===== src/rtl/boid_mem_scheduler_if.sv =====
// Bus bundle between the boid memory scheduler and its neighbours:
// VGA controller, boid position table and the 1-bit frame memory.
interface boid_mem_scheduler_if #(
    parameter int IDX_WIDTH  = 4,
    parameter int ADDR_WIDTH = 20
);
    logic                  frame_start;
    logic                  vga_active;
    logic [ADDR_WIDTH-1:0] vga_addr;
    logic                  vga_data;
    logic [IDX_WIDTH-1:0]  boid_idx;
    logic [9:0]            boid_x;
    logic [8:0]            boid_y;
    logic [ADDR_WIDTH-1:0] mem_addr;
    logic                  mem_we;
    logic                  mem_wdata;
    logic                  mem_rdata;
    logic                  busy;
    logic                  done;
    logic                  overrun;

    // scheduler side
    modport master (
        input  frame_start, vga_active, vga_addr, boid_x, boid_y, mem_rdata,
        output vga_data, boid_idx, mem_addr, mem_we, mem_wdata, busy, done, overrun
    );

    // environment side (VGA, position table, memory)
    modport slave (
        output frame_start, vga_active, vga_addr, boid_x, boid_y, mem_rdata,
        input  vga_data, boid_idx, mem_addr, mem_we, mem_wdata, busy, done, overrun
    );
endinterface


===== src/rtl/boid_mem_scheduler.sv =====
// Boid frame memory scheduler: shares the single-port 1-bit frame memory
// between VGA reads (always first) and a per-frame erase/fetch/draw pass.
//
// state   | meaning
// --------+-------------------------------------------------------------
// S_IDLE  | waiting for a frame_start rising edge; VGA owns the port
// S_ERASE | clear the pixel drawn last frame for boid idx (if valid)
// S_FETCH | present boid_idx to the position table (1-cycle latency)
// S_DRAW  | write the new pixel for boid idx and record it in the shadow
// S_DONE  | one-cycle done pulse
module boid_mem_scheduler #(
    parameter int NUM_BOIDS  = 16,
    parameter int IDX_WIDTH  = 4,
    parameter int ADDR_WIDTH = 20
) (
    input  logic                  clk,
    input  logic                  reset,
    boid_mem_scheduler_if.master  bus
);

    typedef enum logic [2:0] {
        S_IDLE,
        S_ERASE,
        S_FETCH,
        S_DRAW,
        S_DONE
    } state_t;

    localparam logic [IDX_WIDTH-1:0] LAST_IDX = IDX_WIDTH'(NUM_BOIDS - 1);

    state_t                state;
    state_t                state_nxt;
    logic [IDX_WIDTH-1:0]  idx;
    logic [IDX_WIDTH-1:0]  idx_nxt;
    logic                  fs_q;
    logic                  start_q;
    logic                  overrun_q;
    logic [NUM_BOIDS-1:0]  valid;
    logic [18:0]           old_addr [NUM_BOIDS];

    logic [18:0]           draw_addr;
    logic                  in_range;
    logic                  last;
    logic                  grant;
    logic                  we;
    logic                  wdata;
    logic                  shadow_set;
    logic                  shadow_clr;
    logic [ADDR_WIDTH-1:0] seq_addr;

    // pixel address = x + 640*y, with 640*y built from shifts (512y + 128y)
    always_comb begin
        draw_addr = {9'd0, bus.boid_x}
                  + ({10'd0, bus.boid_y} << 9)
                  + ({10'd0, bus.boid_y} << 7);
        in_range  = (bus.boid_x < 10'd640) && (bus.boid_y < 9'd480);
        last      = (idx == LAST_IDX);
    end

    // frame_start edge is registered so the pass begins one cycle after it is seen
    always_ff @(posedge clk or negedge reset) begin
        if (!reset) begin
            fs_q    <= 1'b0;
            start_q <= 1'b0;
        end else begin
            fs_q    <= bus.frame_start;
            start_q <= bus.frame_start & ~fs_q;
        end
    end

    // state and boid index registers
    always_ff @(posedge clk or negedge reset) begin
        if (!reset) begin
            state <= S_IDLE;
            idx   <= '0;
        end else begin
            state <= state_nxt;
            idx   <= idx_nxt;
        end
    end

    // next state, port grant and write controls; stalled cycles change nothing
    always_comb begin
        state_nxt  = state;
        idx_nxt    = idx;
        grant      = 1'b0;
        we         = 1'b0;
        wdata      = 1'b0;
        shadow_set = 1'b0;
        shadow_clr = 1'b0;
        seq_addr   = bus.vga_addr;
        case (state)
            S_IDLE: begin
                if (start_q) begin
                    idx_nxt   = '0;
                    state_nxt = S_ERASE;
                end
            end
            S_ERASE: begin
                if (!bus.vga_active) begin
                    grant    = 1'b1;
                    seq_addr = ADDR_WIDTH'(old_addr[idx]);
                    we       = valid[idx];
                    if (last) begin
                        idx_nxt   = '0;
                        state_nxt = S_FETCH;
                    end else begin
                        idx_nxt = idx + 1'b1;
                    end
                end
            end
            S_FETCH: begin
                state_nxt = S_DRAW;
            end
            S_DRAW: begin
                if (!bus.vga_active) begin
                    grant    = 1'b1;
                    seq_addr = ADDR_WIDTH'(draw_addr);
                    if (in_range) begin
                        we         = 1'b1;
                        wdata      = 1'b1;
                        shadow_set = 1'b1;
                    end else begin
                        shadow_clr = 1'b1;
                    end
                    if (last) begin
                        idx_nxt   = '0;
                        state_nxt = S_DONE;
                    end else begin
                        idx_nxt   = idx + 1'b1;
                        state_nxt = S_FETCH;
                    end
                end
            end
            S_DONE: begin
                state_nxt = S_IDLE;
            end
            default: begin
                state_nxt = S_IDLE;
                idx_nxt   = '0;
            end
        endcase
    end

    // shadow valid bits track which boids left a pixel in memory
    always_ff @(posedge clk or negedge reset) begin
        if (!reset) begin
            valid <= '0;
        end else if (shadow_set) begin
            valid[idx] <= 1'b1;
        end else if (shadow_clr) begin
            valid[idx] <= 1'b0;
        end
    end

    // shadow addresses need no reset; they are only read behind a valid bit
    always_ff @(posedge clk) begin
        if (shadow_set) begin
            old_addr[idx] <= draw_addr;
        end
    end

    // sticky overrun: a new frame arrived before the previous pass finished
    always_ff @(posedge clk or negedge reset) begin
        if (!reset) begin
            overrun_q <= 1'b0;
        end else if (start_q && (state != S_IDLE)) begin
            overrun_q <= 1'b1;
        end
    end

    assign bus.mem_addr  = grant ? seq_addr : bus.vga_addr;
    assign bus.mem_we    = we;
    assign bus.mem_wdata = wdata;
    assign bus.vga_data  = bus.mem_rdata;
    assign bus.boid_idx  = idx;
    assign bus.busy      = (state != S_IDLE);
    assign bus.done      = (state == S_DONE);
    assign bus.overrun   = overrun_q;

endmodule


===== src/flat_wrapper.sv =====
// flat-port wrapper written by rule: the top's interface ports become plain ports
module boid_mem_scheduler_flat 
#(
    parameter int NUM_BOIDS  = 16,
    parameter int IDX_WIDTH  = 4,
    parameter int ADDR_WIDTH = 20
)
  (clk, reset, bus_frame_start, bus_vga_active, bus_vga_addr, bus_boid_x, bus_boid_y, bus_mem_rdata, bus_vga_data, bus_boid_idx, bus_mem_addr, bus_mem_we, bus_mem_wdata, bus_busy, bus_done, bus_overrun);
  boid_mem_scheduler_if #(.IDX_WIDTH(IDX_WIDTH), .ADDR_WIDTH(ADDR_WIDTH)) bus_i ();
  input  logic clk;
  input  logic reset;
  input wire logic [$bits(bus_i.frame_start)-1:0] bus_frame_start;
  input wire logic [$bits(bus_i.vga_active)-1:0] bus_vga_active;
  input wire logic [$bits(bus_i.vga_addr)-1:0] bus_vga_addr;
  input wire logic [$bits(bus_i.boid_x)-1:0] bus_boid_x;
  input wire logic [$bits(bus_i.boid_y)-1:0] bus_boid_y;
  input wire logic [$bits(bus_i.mem_rdata)-1:0] bus_mem_rdata;
  output wire logic [$bits(bus_i.vga_data)-1:0] bus_vga_data;
  output wire logic [$bits(bus_i.boid_idx)-1:0] bus_boid_idx;
  output wire logic [$bits(bus_i.mem_addr)-1:0] bus_mem_addr;
  output wire logic [$bits(bus_i.mem_we)-1:0] bus_mem_we;
  output wire logic [$bits(bus_i.mem_wdata)-1:0] bus_mem_wdata;
  output wire logic [$bits(bus_i.busy)-1:0] bus_busy;
  output wire logic [$bits(bus_i.done)-1:0] bus_done;
  output wire logic [$bits(bus_i.overrun)-1:0] bus_overrun;
  assign bus_i.frame_start = bus_frame_start;
  assign bus_i.vga_active = bus_vga_active;
  assign bus_i.vga_addr = bus_vga_addr;
  assign bus_i.boid_x = bus_boid_x;
  assign bus_i.boid_y = bus_boid_y;
  assign bus_i.mem_rdata = bus_mem_rdata;
  assign bus_vga_data = bus_i.vga_data;
  assign bus_boid_idx = bus_i.boid_idx;
  assign bus_mem_addr = bus_i.mem_addr;
  assign bus_mem_we = bus_i.mem_we;
  assign bus_mem_wdata = bus_i.mem_wdata;
  assign bus_busy = bus_i.busy;
  assign bus_done = bus_i.done;
  assign bus_overrun = bus_i.overrun;
  boid_mem_scheduler #(.NUM_BOIDS(NUM_BOIDS), .IDX_WIDTH(IDX_WIDTH), .ADDR_WIDTH(ADDR_WIDTH)) u_core (.clk(clk), .reset(reset), .bus(bus_i));
endmodule

===== config.mk =====
export PLATFORM = sky130hd
export DESIGN_NAME = boid_mem_scheduler_flat
export DESIGN_NICKNAME = d
export VERILOG_FILES = /design/src/rtl/boid_mem_scheduler_if.sv /design/src/rtl/boid_mem_scheduler.sv /design/src/flat_wrapper.sv
export SDC_FILE = /design/constraint.sdc
export NUM_CORES = 1
export LEC_CHECK = 0
export ABC_AREA = 1
export BUFFER_PORTS_ARGS = -buffer_cell sky130_fd_sc_hd__buf_4
export CAP_MARGIN = 40
export CORE_MARGIN = 2
export CORE_UTILIZATION = 45
export DETAILED_ROUTE_END_ITERATION = 6
export MAX_ROUTING_LAYER = met4
export SLEW_MARGIN = 10
export SYNTH_ARGS = -nofsm -noshare
export SYNTH_HDL_FRONTEND = slang
export SYNTH_SLANG_ARGS = --single-unit

===== constraint.sdc =====
create_clock -name clk -period 3.3 [get_ports clk]
set_clock_uncertainty 0.05 [all_clocks]
set_input_delay 0 -clock clk [delete_from_list [all_inputs] [get_ports clk]]
set_output_delay 0 -clock clk [all_outputs]
set_load 0.01 [all_outputs]

# After elaboration in Yosys (flattened, before gate mapping)
# Memories as Yosys holds them, arrays and structs flattened.
# Index checks and enable logic that the tools add are counted.
totals:
  ramBits: 304
  ff_bits: 26
  output_inout_bits: 30
  memories: 1
mem_list:
  columns: ["name", "words", "width", "read_ports", "rd_clocked_by_memory_dff", "write_ports", "line", "source"]
  rows:
  - ["u_core.old_addr", 16, 19, 1, 0, 1, "boid_mem_scheduler.sv:39", "logic [18:0] old_addr [NUM_BOIDS];"]
op_classes:
  muxes: 32
  n_bitwise: 6
  addsub: 3
  reduce_logical: 10
  eq_ne: 10
  magnitude_cmp: 4
ops:
  columns: ["op", "n"]
  rows:
  - ["2-to-1 mux 20 bit", 3]
  - ["one-hot mux 20 bit (2 select lines)", 1]
  - ["2-to-1 mux 16 bit", 2]
  - ["adder 10 x 18 -> 19 bit", 1]
  - ["adder 19 x 16 -> 19 bit", 1]
  - ["AND 16 bit", 1]
  - ["NOT 16 bit", 1]
  - ["bitwise OR 16 bit", 1]
  - ["2-to-1 mux 3 bit", 5]
  - ["2-to-1 mux 1 bit", 13]
  - ["2-to-1 mux 4 bit", 3]
  - ["one-hot mux 3 bit (4 select lines)", 1]
  - ["one-hot mux 4 bit (3 select lines)", 1]
  - ["< comparator 10 bit, second input constant", 1]
  - ["< comparator 9 bit, second input constant", 1]
  - ["== test 3 x 2 -> 1 bit, second input constant", 2]
  - ["inequality test 2 bit, second input constant", 3]
  - ["< comparator 4 x 5 -> 1 bit, second input constant", 1]
  - ["adder 4 x 1 -> 4 bit, second input constant", 1]
  - ["binary-select mux 1 bit (select 4 bit)", 1]
  - ["demux 1 bit (select 4 bit)", 1]
  - ["== test 4 bit, second input constant", 1]
  - ["greater-or-equal comparator 4 x 1 -> 1 bit, second input constant", 1]
  - ["inequality test 2 x 1 -> 1 bit, second input constant", 2]
  - ["12 further kinds", 16]

# Logic depth before layout (Yosys ltp)
# Gate-level depths: netlist of the first run.
logic_depth:
  depth_word: 8
  mapped_depth: 14
  mapped_depth_nobuf: 14

# Worst setup path after synthesis of the first run
# No wires, ideal clock.
synth_timing:
  path_kind: "reg2reg"
  from: "register u_core.idx[1] (netlist: u_core.bus.boid_idx[1])"
  to: "memory u_core.old_addr[12][0], enable pin"
  path_stages_with_launch: 8
  required_time_ns: 2.855
  setup_ns: 0.395
  arrival_time_ns: 2.123
  synth_period_minus_slack_ns: 2.567
  n_path_buf: 3
  slack_ns: 0.733
  cell_sequence: "dfrtp_1 -> buf_4 -> inv_2 -> buf_6 -> buf_2 -> ha_1 -> nand3_1 -> nor2_1"
synth_rtl:
  columns: ["element", "line", "source"]
  rows:
  - ["from (decl)", "boid_mem_scheduler.sv:33", "logic [IDX_WIDTH-1:0] idx;"]
  - ["from (signal assigned)", "boid_mem_scheduler.sv:78", "idx <= idx_nxt;"]
  - ["to (decl)", "boid_mem_scheduler.sv:39", null]
# No word-level cell before the write port.

# Worst setup path in the final report of the first run
layout_timing:
  from: "register u_core.idx[0] (netlist: u_core.bus.boid_idx[0])"
  to: "output bus_mem_addr[9]"
layout_between:
  elab_chain_len: 4
layout_lines:
  columns: ["element", "line", "source"]
  rows:
  - ["memory (16 x 19 bit)", null, null]
  - ["2-to-1 mux 20 bit", "boid_mem_scheduler.sv:100", "if (!bus.vga_active) begin"]
  - ["one-hot mux 20 bit (2 select lines)", "boid_mem_scheduler.sv:92", "case (state)"]
  - ["2-to-1 mux 20 bit", "boid_mem_scheduler.sv:172", "assign bus.mem_addr = grant ? seq_addr : bus.vga_addr;"]
  - ["to (decl)", "flat_wrapper.sv:20", "output wire logic [$bits(bus_i.mem_addr)-1:0] bus_mem_addr;"]
# Every way passes these cells.

==> summary.md, run 1 <==
| Metric | Value |
|---|---|
| Worst Hold Class | input port to flop |
| Routed WL | a little under 40,000 um |
| Initial antenna violation count | 0 |
| Vias in the first global route | ~9,800 |
| Slew HR | roughly half |
| DRT Pass-1 Iters | 5 |
| First-pass GRT wire length | roughly 60,000 um |
| Share of layout cells above drive strength 1 | ~14% |
| M3 GR Usage | roughly 3.7% |
| Gates resized, CTS repair | 0 |
| Synth cell count leaders | 304 x edfxtp_1, 255 x nand2_1, 235 x nor2_1 |
| Root Driver | clkbuf_16 |
| Antenna Nets Post-Route | 0 |
| Post-route core utilization | 53.2% |
| Slowest cell on crit path | dfrtp_4 |
| Cell taking the most area after synthesis | edfxtp_1 |
| Clock sinks | 330 |
| Cell Count Post-Placement | 1,777 |
| Fmax | 0.351 GHz |
| Core ar. | 0.0316 mm^2 |
| DP Area | between 0.015 and 0.02 mm^2 |
| Total Neg Setup Slack | 0 ps |
| Post-Syn Nets | roughly 1,400 |
| Area of the die | 0.0336 mm^2 |
| Dpl ws | 806 ps |
| Synthesized netlist cell count | 1,325 |
| Critical Path Max Stage Delay | 620 ps |
| CTS buffer count | 38 |
| PD cells | between 700 and 800 mW/mm^2 |
| Grt total ovfl | 0 |
| Largest net degree at the start of global routing | 96 |
| Iteration-0 DRC Markers | between 1,000 and 1,500 |
| WL/cell | between 20 and 25 um |
| Most frequent cell after synthesis | edfxtp_1 |
| Final-report hold violation count | 0 |
| Fin area | approximately 0.017 mm^2 |
| DRC Markers | 0 |
| Slew @ Worst Pin | around 760 ps |
| Syn-to-layout area delta | 16.3% |
| Setup ws final | between 400 and 500 ps |
| Clk_lat worst skew | around 510 ps |
| Clock-pin slew on the worst setup and hold paths | 60 ps |
| Io pins | 74 |
| Top-area cell type share of the netlist area | 63.0% |
| Vias/cell | roughly 5.6 |
| Post-synth EDFFs | 304 |
| Gr usage total | 24.3% |
| Met1 GRT Util | between 30% and 40% |
| Most frequent CP cell | nand2_1 |
| DPL Wire Length | 23,900 um |
| Critical path class | flop to primary output |
| Worst path cell trace | inv_4, buf_12, o21ai_0, o22ai_1, nand2_1, nand2_1, nor2_1, o21bai_1, buf_4 |
| Final Wtd Congestion | 0.840 |
| Final Critical Period | roughly 2900 ps |
| Setup crit end kind | primary output |
| Total power | ~13 mW |
| Chip width | about 180 um |
| Post-Syn Area per Cell | 10.9 um^2 |
| Port Buffers | slightly above 70 |
| Synth Warn # | 0 |
| Final period utilization | about 86% |
| Die height | 183 um |
| CTS tree | done |
| FFs w/ async S/R, synth | 7.88% |
| Critical path peak fanout | 64 |
| Critical path required time | around 3300 ps |
| Most used routing layer | met2 |
| WHS | ~36 ps |
| Final Net Count | between 1,000 and 1,500 |
| Unrepaired setup endpoints after global routing | no |
| Outcome | completed |
| Max-cap viol count | 0 |
| Area contributors post-synth | edfxtp_1 63%, nand2_1 6.6%, nor2_1 6.1%, o21ai_0 5.7%, dfrtp_1 4.5% |
| CTS Buffer Depth | 3 |
| Filler cells | about 2,700 |
| Lkg Pwr | between 6 and 7 nW |
| Met2 track utilization from global routing | a little under two fifths |
| Final setup viols | 0 |
| Pins Over Slew Limit | 0 |
| Unique masters post-synth | 33 |
| Mapped cell area | roughly 0.014 mm^2 |
| Worst setup SP type | flop |
| Predominant post-synthesis flop cell | edfxtp_1 |
| Via count | a little over 10,000 |
| H-tree levels | 2 |
| Synth Register Bits | between 300 and 400 |
| Seq/Total Area, Yosys | 67.5% |
| Worst vdd ir | between 0.0004 and 0.0005 V |
| N_diodes | 0 |
| Critical path data arrival time | 2800 ps |
| Starting density of the core | 45.8% |
| Fin cells | roughly 1,900 |
| Row count | 65 |
routing by layer:
metal	routed length, um	up-vias
li1	-	4813
met4	1010	0
met5	0	-
met2	18100	397
met1	17500	5018
met3	2510	71
critical path, delay by kind of cell (launching register included):
family / cells / cell delay (ps)
AOI/OAI and AO/OA: 3 / 590
buffers and inverters: 3 / 750
DFF: 1 / 620
and+or+nand+nor: 3 / 270
worst paths after layout:
check | start | end | slack, ps | cells past startpoint
max | u_core.bus.boid_idx[0] | bus_mem_addr[9] | 450 | 9
min | bus_vga_active | u_core.state[1] | 40 | 6
max reg2reg | u_core.state[2] | u_core.old_addr[12][15] | 900 | 9
min reg2reg | u_core.fs_q | u_core.start_q | 360 | 1
max in group asynchronous | reset | u_core.bus.boid_idx[1] | 2580 | 4
min in group asynchronous | reset | u_core.bus.boid_idx[0] | 440 | 4
state kept, by name, indices dropped and copies added, names as in the netlist, named ones only:
register / count
u_core.old_addr: 304
u_core.bus.boid_idx: 4
u_core.state: 3
u_core.bus.overrun: 1
u_core.fs_q: 1
u_core.start_q: 1
cell usage in the layout (no fill, tap or decap), drive strengths merged:
cell,n
a211oi,2
a21boi,2
a21o,1
a21oi,11
a22o,10
a41oi,1
and2,1
buf,122
bufinv,1
clkbuf,44
clkinv,18
dfrtp,26
dlygate4sd3,11
edfxtp,304
fa,2
ha,21
inv,66
nand2,257
nand3,61
nand4,11
nor2,239
nor3,1
o21ai,202
o21bai,5
o22ai,27
or2,1
xor2,5
cells by family (layout without fill, tap and decap cells):
kind of cell             Yosys count  in the layout  synth area share, %
AO/OA/AOI/OAI                    261            261                 9.71
adder cells (fa/ha/maj)           23             23                 2.09
XOR/XNOR                           5              5                0.302
flip-flops                       330            330                 67.5
AND/OR/NAND/NOR                  571            571                 15.7
buffers and inverters            135            262                 4.64
power breakdown:
part	switching, mW	internal (mW)
sequential	0.123	4.84
clock	1.62	2.23
combinational	2.92	1.31
final cells by class:
cell class | instances | area (um^2) | share of cell area [%]
inverters | 64 | 243 | 1.44
multi-input cells | 860 | 4080 | 24.2
repair buffers | 133 | 1110 | 6.58
clock buffers | 44 | 995 | 5.91
well taps | 402 | 503 | 2.99
clock inverters | 21 | 129 | 0.765
flip-flops and latches | 330 | 9780 | 58.1
what timing repair did:
action                                  CTS  global route
endpoints found under the hold margin   141             0
endpoints found under the setup margin    0             0
hold buffers                             12             0
buffers inserted                          0             0
(Power assumes the default switching activity.)
==> inputs of run 2 (changes only) <==
==> constraint.sdc (replaced) <==
create_clock -name clk -period 3.3 [get_ports clk]
set_clock_uncertainty 0.05 [all_clocks]
set_input_delay 0.165 -clock clk [delete_from_list [all_inputs] [get_ports clk]]
set_output_delay 0.165 -clock clk [all_outputs]
set_load 0.01 [all_outputs]
==> run 2 against run 1 <==
Flip-flop and latch count unchanged. Core utilization up 0.20 points. Total power up 1.8%. Global-route usage down 0.84 points. Design area up 0.37%. Register-to-register slack worse by 160 ps.
==> summary.md, run 2 (synthesis results as in run 1) <==
| Metric | Value |
|---|---|
| Outcome | completed |
| Core ar. | 0.0316 mm^2 (unchanged) |
| Int Power | 8.69 mW (+3.7%) |
| Gr usage total | 23.4% (-0.84 points) |
| Io pins | 74 (unchanged) |
| DRT Pass-1 Iters | 5 (unchanged) |
| Worst Hold Class | input port to async pin |
| First-pass GRT wire length | 57,700 um (-3.2%) |
| Antenna Nets Post-Route | 0 (unchanged) |
| Gates resized, CTS repair | 0 (unchanged) |
| DPL Wire Length | 22,100 um (-7.8%) |
| Max-cap viol count | 0 (unchanged) |
| Final setup viols | 0 (unchanged) |
| Switching power | 4.58 mW (-1.7%) |
| Most common cell after layout, fill and taps aside | edfxtp_1 |
| Slew HR | 55.6% (+6.5 points) |
| Routed WL | 37,900 um (-3.3%) |
| Critical path data arrival time | 2790 ps (about the same) |
| Postcts setup bufs | 0 (unchanged) |
| Sw frac | 34.5% (-1.2 points) |
| Worst vdd ir | 0.000417 V (-5.0%) |
| Via count | 10,200 (-1.0%) |
| Post-route core utilization | 53.4% (+0.20 points) |
| Total power | 13.3 mW (+1.8%) |
| WHS | 61.3 ps (+25.5 ps) |
| Syn-to-layout area delta | 16.7% |
| Combinational power share | 31.0% (-1.4 points) |
| H-tree levels | 2 (unchanged) |
| Iteration-0 DRC Markers | 980 (-3.6%) |
| Part of the power in registers | 37.5% (-0.6 points) |
| Vias/cell | 5.50 (-1.0%) |
| Clock-pin slew on the worst setup and hold paths | 60 ps (about the same) |
| Share of layout cells above drive strength 1 | 14.3% (+0.21 points) |
| Starting density of the core | 45.8% (unchanged) |
| N_diodes | 0 (unchanged) |
| CTS buffer count | 37 (-2.6%) |
| Row count | 65 (unchanged) |
| Largest register FFs | 304 (unchanged) |
| Final Net Count | 1,491 (-0.20%) |
| Final Critical Period | 3010 ps (+156 ps) |
| Area of the die | 0.0336 mm^2 (unchanged) |
| Most flops, register | u_core.old_addr |
| Largest net degree at the start of global routing | 91 (-5.2%) |
| Clock network power share | 31.5% (+2.0 points) |
| Grt total ovfl | 0 (unchanged) |
| Worst setup SP type | flop |
| WL/cell | 20.4 um (-3.3%) |
| Root Driver | clkbuf_16 |
| Vias in the first global route | 9,465 (-3.1%) |
| Critical path peak fanout | 51 (-20%) |
| Fmax | 0.333 GHz (-5.2%) |
| Fin area | 0.0169 mm^2 (+0.37%) |
| Setup crit end kind | primary output |
| Final period utilization | 91.1% (+4.7 points) |
| Port Buffers | 71 (unchanged) |
| CTS tree | done |
| Critical path required time | 3080 ps (-170 ps) |
| Pins Over Slew Limit | 0 (unchanged) |
| Clk_lat worst skew | 520 ps (about the same) |
| Critical path class | flop to primary output |
| Initial antenna violation count | 0 (unchanged) |
| Slew @ Worst Pin | 665 ps (-99.9 ps) |
| DP Area | 0.0156 mm^2 (about the same) |
| DRC Markers | 0 (unchanged) |
| Clock sinks | 330 (unchanged) |
| CTS Buffer Depth | 3 (unchanged) |
| Final-report hold violation count | 0 (unchanged) |
| Die height | 183 um (unchanged) |
| Lkg Pwr | 6.38 nW (+0.49%) |
| Final Wtd Congestion | 0.934 (+11%) |
| Unrepaired setup endpoints after global routing | no |
| Total Neg Setup Slack | 0 ps (unchanged) |
| Chip width | 183 um (unchanged) |
| PD cells | 785 mW/mm^2 (+1.4%) |
| Hold buffers post-CTS | 9 (-3) |
| Commonest non-fill, non-tap cells in the layout | 304 x edfxtp_1, 255 x nand2_1, 217 x nor2_1, 166 x o21ai_0, 118 x buf_4 |
-- run 2: changes by cell type in the layout (fill, tap and decap cells not counted), sizes merged --
cell | before | now
inv | 66 | 67
dlygate4sd3 | 11 | 9
clkbuf | 44 | 46
bufinv | 1 | 5
clkinv | 18 | 13
-- run 2: through the flow --
stage / setup WS (ps) / cells
2_1_floorplan: 693 / 1325
3_3_place_gp: 524 / 1778
3_5_place_dp: 489 / 1778
4_1_cts: 268 / 1854
5_1_grt: 164 / 1854
6_report: 293 / 1854
-- run 2: power by group through the flow --
stage / Sequential [mW] / Combinational, mW / Clock [mW]
global placement: 5.06 / 4.05 / 0
finish: 4.98 / 4.11 / 4.18
detailed placement: 5.06 / 4.08 / 0
floorplan: 4.98 / 2.82 / 0
CTS: 4.98 / 4.12 / 4.23
global route: 4.99 / 4.57 / 4.40
-- run 2: metal layers --
metal	share of wire (%)	track usage (%)	vias up
li1	-	-	4807
met1	46	34.2	4960
met2	46	35.6	373
met3	6.3	2.60	56
met4	1.6	5.15	0
met5	0	-	-
-- run 2: final timing paths --
kind / start / cells after the start / endpoint / slack [ps]
worst max-delay path: u_core.bus.boid_idx[0] / 12 / bus_mem_addr[14] / 290
worst min-delay path: reset / 2 / u_core.bus.boid_idx[3] / 60
worst max register to register: u_core.state[2] / 9 / u_core.old_addr[1][8] / 740
worst min register to register: u_core.fs_q / 1 / u_core.start_q / 360
max in group asynchronous: reset / 2 / u_core.bus.boid_idx[0] / 2830
min in group clk: bus_vga_active / 5 / u_core.state[0] / 140
-- run 2: layout make-up --
class / instances / area [um^2]
sequential: 330 / 9780
multi-input combinational: 860 / 4080
tap: 402 / 503
inverter: 64 / 243
fill: 2717 / 14700
timing repair buffer: 131 / 1060
clock buffer: 46 / 1000
clock inverter: 21 / 236
-- run 2: critical path, stage by stage, from the launching register on --
cell and delay (ps):
dfrtp_4 620, buf_4 550, nor2_1 100, nor2_1 100, o21ai_0 110, nand2_1 90
nand2_1 40, nand2_1 80, nor2_1 40, nand2_1 60, nand2_1 60, nor2_1 240
buf_4 180
==> inputs of run 3 (changes only) <==
--- a/config.mk
+++ b/config.mk
@@ -10,6 +10,7 @@
 export CAP_MARGIN = 40
 export CORE_MARGIN = 2
 export CORE_UTILIZATION = 45
+export CTS_CLUSTER_SIZE = 14
 export DETAILED_ROUTE_END_ITERATION = 6
 export MAX_ROUTING_LAYER = met4
 export SLEW_MARGIN = 10
==> constraint.sdc (replaced) <==
create_clock -name clk -period 2.7 [get_ports clk]
set_clock_uncertainty 0.05 [all_clocks]
set_input_delay 0.135 -clock clk [delete_from_list [all_inputs] [get_ports clk]]
set_output_delay 0.135 -clock clk [all_outputs]
set_load 0.01 [all_outputs]
==> run 3 against run 2 <==
Critical path depth shrank 3. Wire length increased by 3.9%. Design area up 1.7%. Sequential power up 21%. Cell count grew 1.1%. Via count up 1.3%. Count of clock-buffer cells in the layout down 2. Largest power group unchanged. First-iteration DRC count increased by 3.5%. Clock power is 12% higher. Sequential share of layout area fell by 0.97 points.
==> summary.md, run 3 (synthesis results as in run 1) <==
| Metric | Value |
|---|---|
| Outcome | completed |
| Most flops, register | u_core.old_addr |
| Final Critical Period | 2590 ps |
| Starting density of the core | 45.8% (unchanged) |
| Pins Over Slew Limit | 0 (unchanged) |
| Routed WL | 39,300 um (+3.9%) |
| Iteration-0 DRC Markers | 1,014 (+3.5%) |
| Slew HR | 61.6% (+6.1 points) |
| Max-cap viol count | 0 (unchanged) |
| Final period utilization | 96.0% |
| Final Wtd Congestion | 0.958 (+2.5%) |
| First-pass GRT wire length | 58,300 um (+1.0%) |
| Area of the die | 0.0336 mm^2 (unchanged) |
| Row count | 65 (unchanged) |
| DPL Wire Length | 22,700 um (+3.0%) |
| Die height | 183 um (unchanged) |
| Clock sinks | 330 (unchanged) |
| Lkg Pwr | 6.51 nW (+1.9%) |
| Final Net Count | 1,514 (+1.5%) |
| N_diodes | 0 (unchanged) |
| Critical path class | flop to primary output |
| WL/cell | 21.0 um (+2.7%) |
| Setup crit end kind | primary output |
| Worst setup SP type | flop |
| WHS | 31.9 ps (-29.4 ps) |
| CTS tree | done |
| Dpl ws | -23.3 ps (-512 ps) |
| Unrepaired setup endpoints after global routing | no |
| H-tree levels | 2 (unchanged) |
| Setup ws final | 107 ps (-187 ps) |
| Antenna Nets Post-Route | 0 (unchanged) |
| Initial antenna violation count | 0 (unchanged) |
| Grt total ovfl | 0 (unchanged) |
| Core ar. | 0.0316 mm^2 (unchanged) |
| Clock-pin slew on the worst setup and hold paths | 60 ps (about the same) |
| Syn-to-layout area delta | 18.7% |
| Share of layout cells above drive strength 1 | 15.7% (+1.4 points) |
| Total power | 16.4 mW (+23%) |
| CTS buffer count | 36 (-2.7%) |
| Most common cell after layout, fill and taps aside | edfxtp_1 |
| DRT Pass-1 Iters | 5 (unchanged) |
| Critical path data arrival time | 2410 ps (-380 ps) |
| Final-report hold violation count | 0 (unchanged) |
| Port Buffers | 71 (unchanged) |
| Gr usage total | 23.9% (+0.48 points) |
| PD cells | 951 mW/mm^2 (+21%) |
| Total Neg Setup Slack | 0 ps (unchanged) |
| Largest register FFs | 304 (unchanged) |
| DRC Markers | 0 (unchanged) |
| Io pins | 74 (unchanged) |
| Critical path required time | 2520 ps (-560 ps) |
| Worst vdd ir | 0.000524 V (+26%) |
| CTS Buffer Depth | 3 (unchanged) |
| Filler cells | 2,697 (-0.74%) |
| Vias/cell | 5.51 (+0.17%) |
| Critical path peak fanout | 44 (-14%) |
| Via count | 10,300 (+1.3%) |
| Post-route core utilization | 54.3% (+0.91 points) |
| Slew @ Worst Pin | 574 ps (-90.6 ps) |
| Clk_lat worst skew | 510 ps (about the same) |
| Final setup viols | 0 (unchanged) |
| Chip width | 183 um (unchanged) |
| Fmax | 0.386 GHz |
| Worst Hold Class | input port to async pin |
| Largest net degree at the start of global routing | 64 (-30%) |
| Commonest non-fill, non-tap cells in the layout | 304 x edfxtp_1, 255 x nand2_1, 214 x nor2_1, 165 x o21ai_0, 126 x buf_4 |
| Root Driver | clkbuf_16 |
| Vias in the first global route | 9,577 (+1.2%) |
run 3: cell count changes in the layout (fill, tap and decap cells not counted), moves of 2 or more:
cell | previous run | this run
buf_16 | 0 | 3
buf_4 | 118 | 126
nor2_1 | 217 | 214
bufinv_16 | 5 | 2
buf_6 | 0 | 2
clkinv_1 | 7 | 10
clkinvlp_4 | 0 | 3
nor2_4 | 1 | 3
buf_12 | 4 | 9
inv_2 | 4 | 2
run 3: stage by stage:
| stage | instance area [um^2] | instances |
|---|---|---|
| global route | 17200 | 1875 |
| global placement | 15700 | 1787 |
| finish | 17200 | 1875 |
| floorplan | 14500 | 1325 |
| detailed placement | 15700 | 1787 |
| CTS | 17000 | 1863 |
run 3: power breakdown:
group / switching, mW / internal, mW
sequential: 0.140 / 5.91
clock: 1.94 / 2.72
combinational: 3.67 / 1.96
total: 5.76 / 10.6
run 3: cell type report:
| cell class | count | area [um^2] | area share [%] |
|---|---|---|---|
| multi-input combinational | 860 | 4100 | 23.8 |
| timing repair inverter | 1 | 8.76 | 0.0509 |
| clock inverter | 20 | 150 | 0.873 |
| tap | 402 | 503 | 2.93 |
| timing repair buffer | 154 | 1420 | 8.28 |
| sequential | 330 | 9780 | 56.9 |
| inverter | 64 | 262 | 1.52 |
| clock buffer | 44 | 962 | 5.60 |
run 3: worst paths after layout:
kind | startpoint | to | slack [ps] | depth (start not counted)
setup / recovery | u_core.bus.boid_idx[1] | bus_mem_addr[14] | 110 | 9
hold / removal | reset | u_core.bus.boid_idx[2] | 30 | 2
setup reg to reg | u_core.bus.boid_idx[0] | u_core.old_addr[14][10] | 360 | 7
hold reg to reg | u_core.fs_q | u_core.start_q | 340 | 1
max in group asynchronous | reset | u_core.bus.boid_idx[0] | 2270 | 2
min in group clk | bus_vga_active | u_core.state[1] | 100 | 6
run 3: worst max-delay path, stage by stage, from the launching register on:
cell and delay (ps):
dfrtp_2 480, inv_4 220, buf_12 260, o21ai_0 140
o22ai_1 170, a21oi_1 90, nand2_1 70, nand2_1 50
nor2_2 200, buf_4 160
run 3: routing by layer:
| metal | global-route usage, % | up-vias | share of wire (%) |
|---|---|---|---|
| met4 | 6.02 | 0 | 1.9 |
| li1 | - | 4848 | - |
| met3 | 4.31 | 62 | 8.2 |
| met2 | 35.7 | 415 | 46 |
| met1 | 34.0 | 5004 | 44 |
| met5 | - | - | 0 |
run 3: repair_timing:
item	in CTS	in global routing
hold endpoints to repair	140	0
pin swaps	1	4
resized for setup	7	17
setup endpoints to repair	6	17
hold buffers	9	0
buffers inserted	2	9
gates cloned	1	3
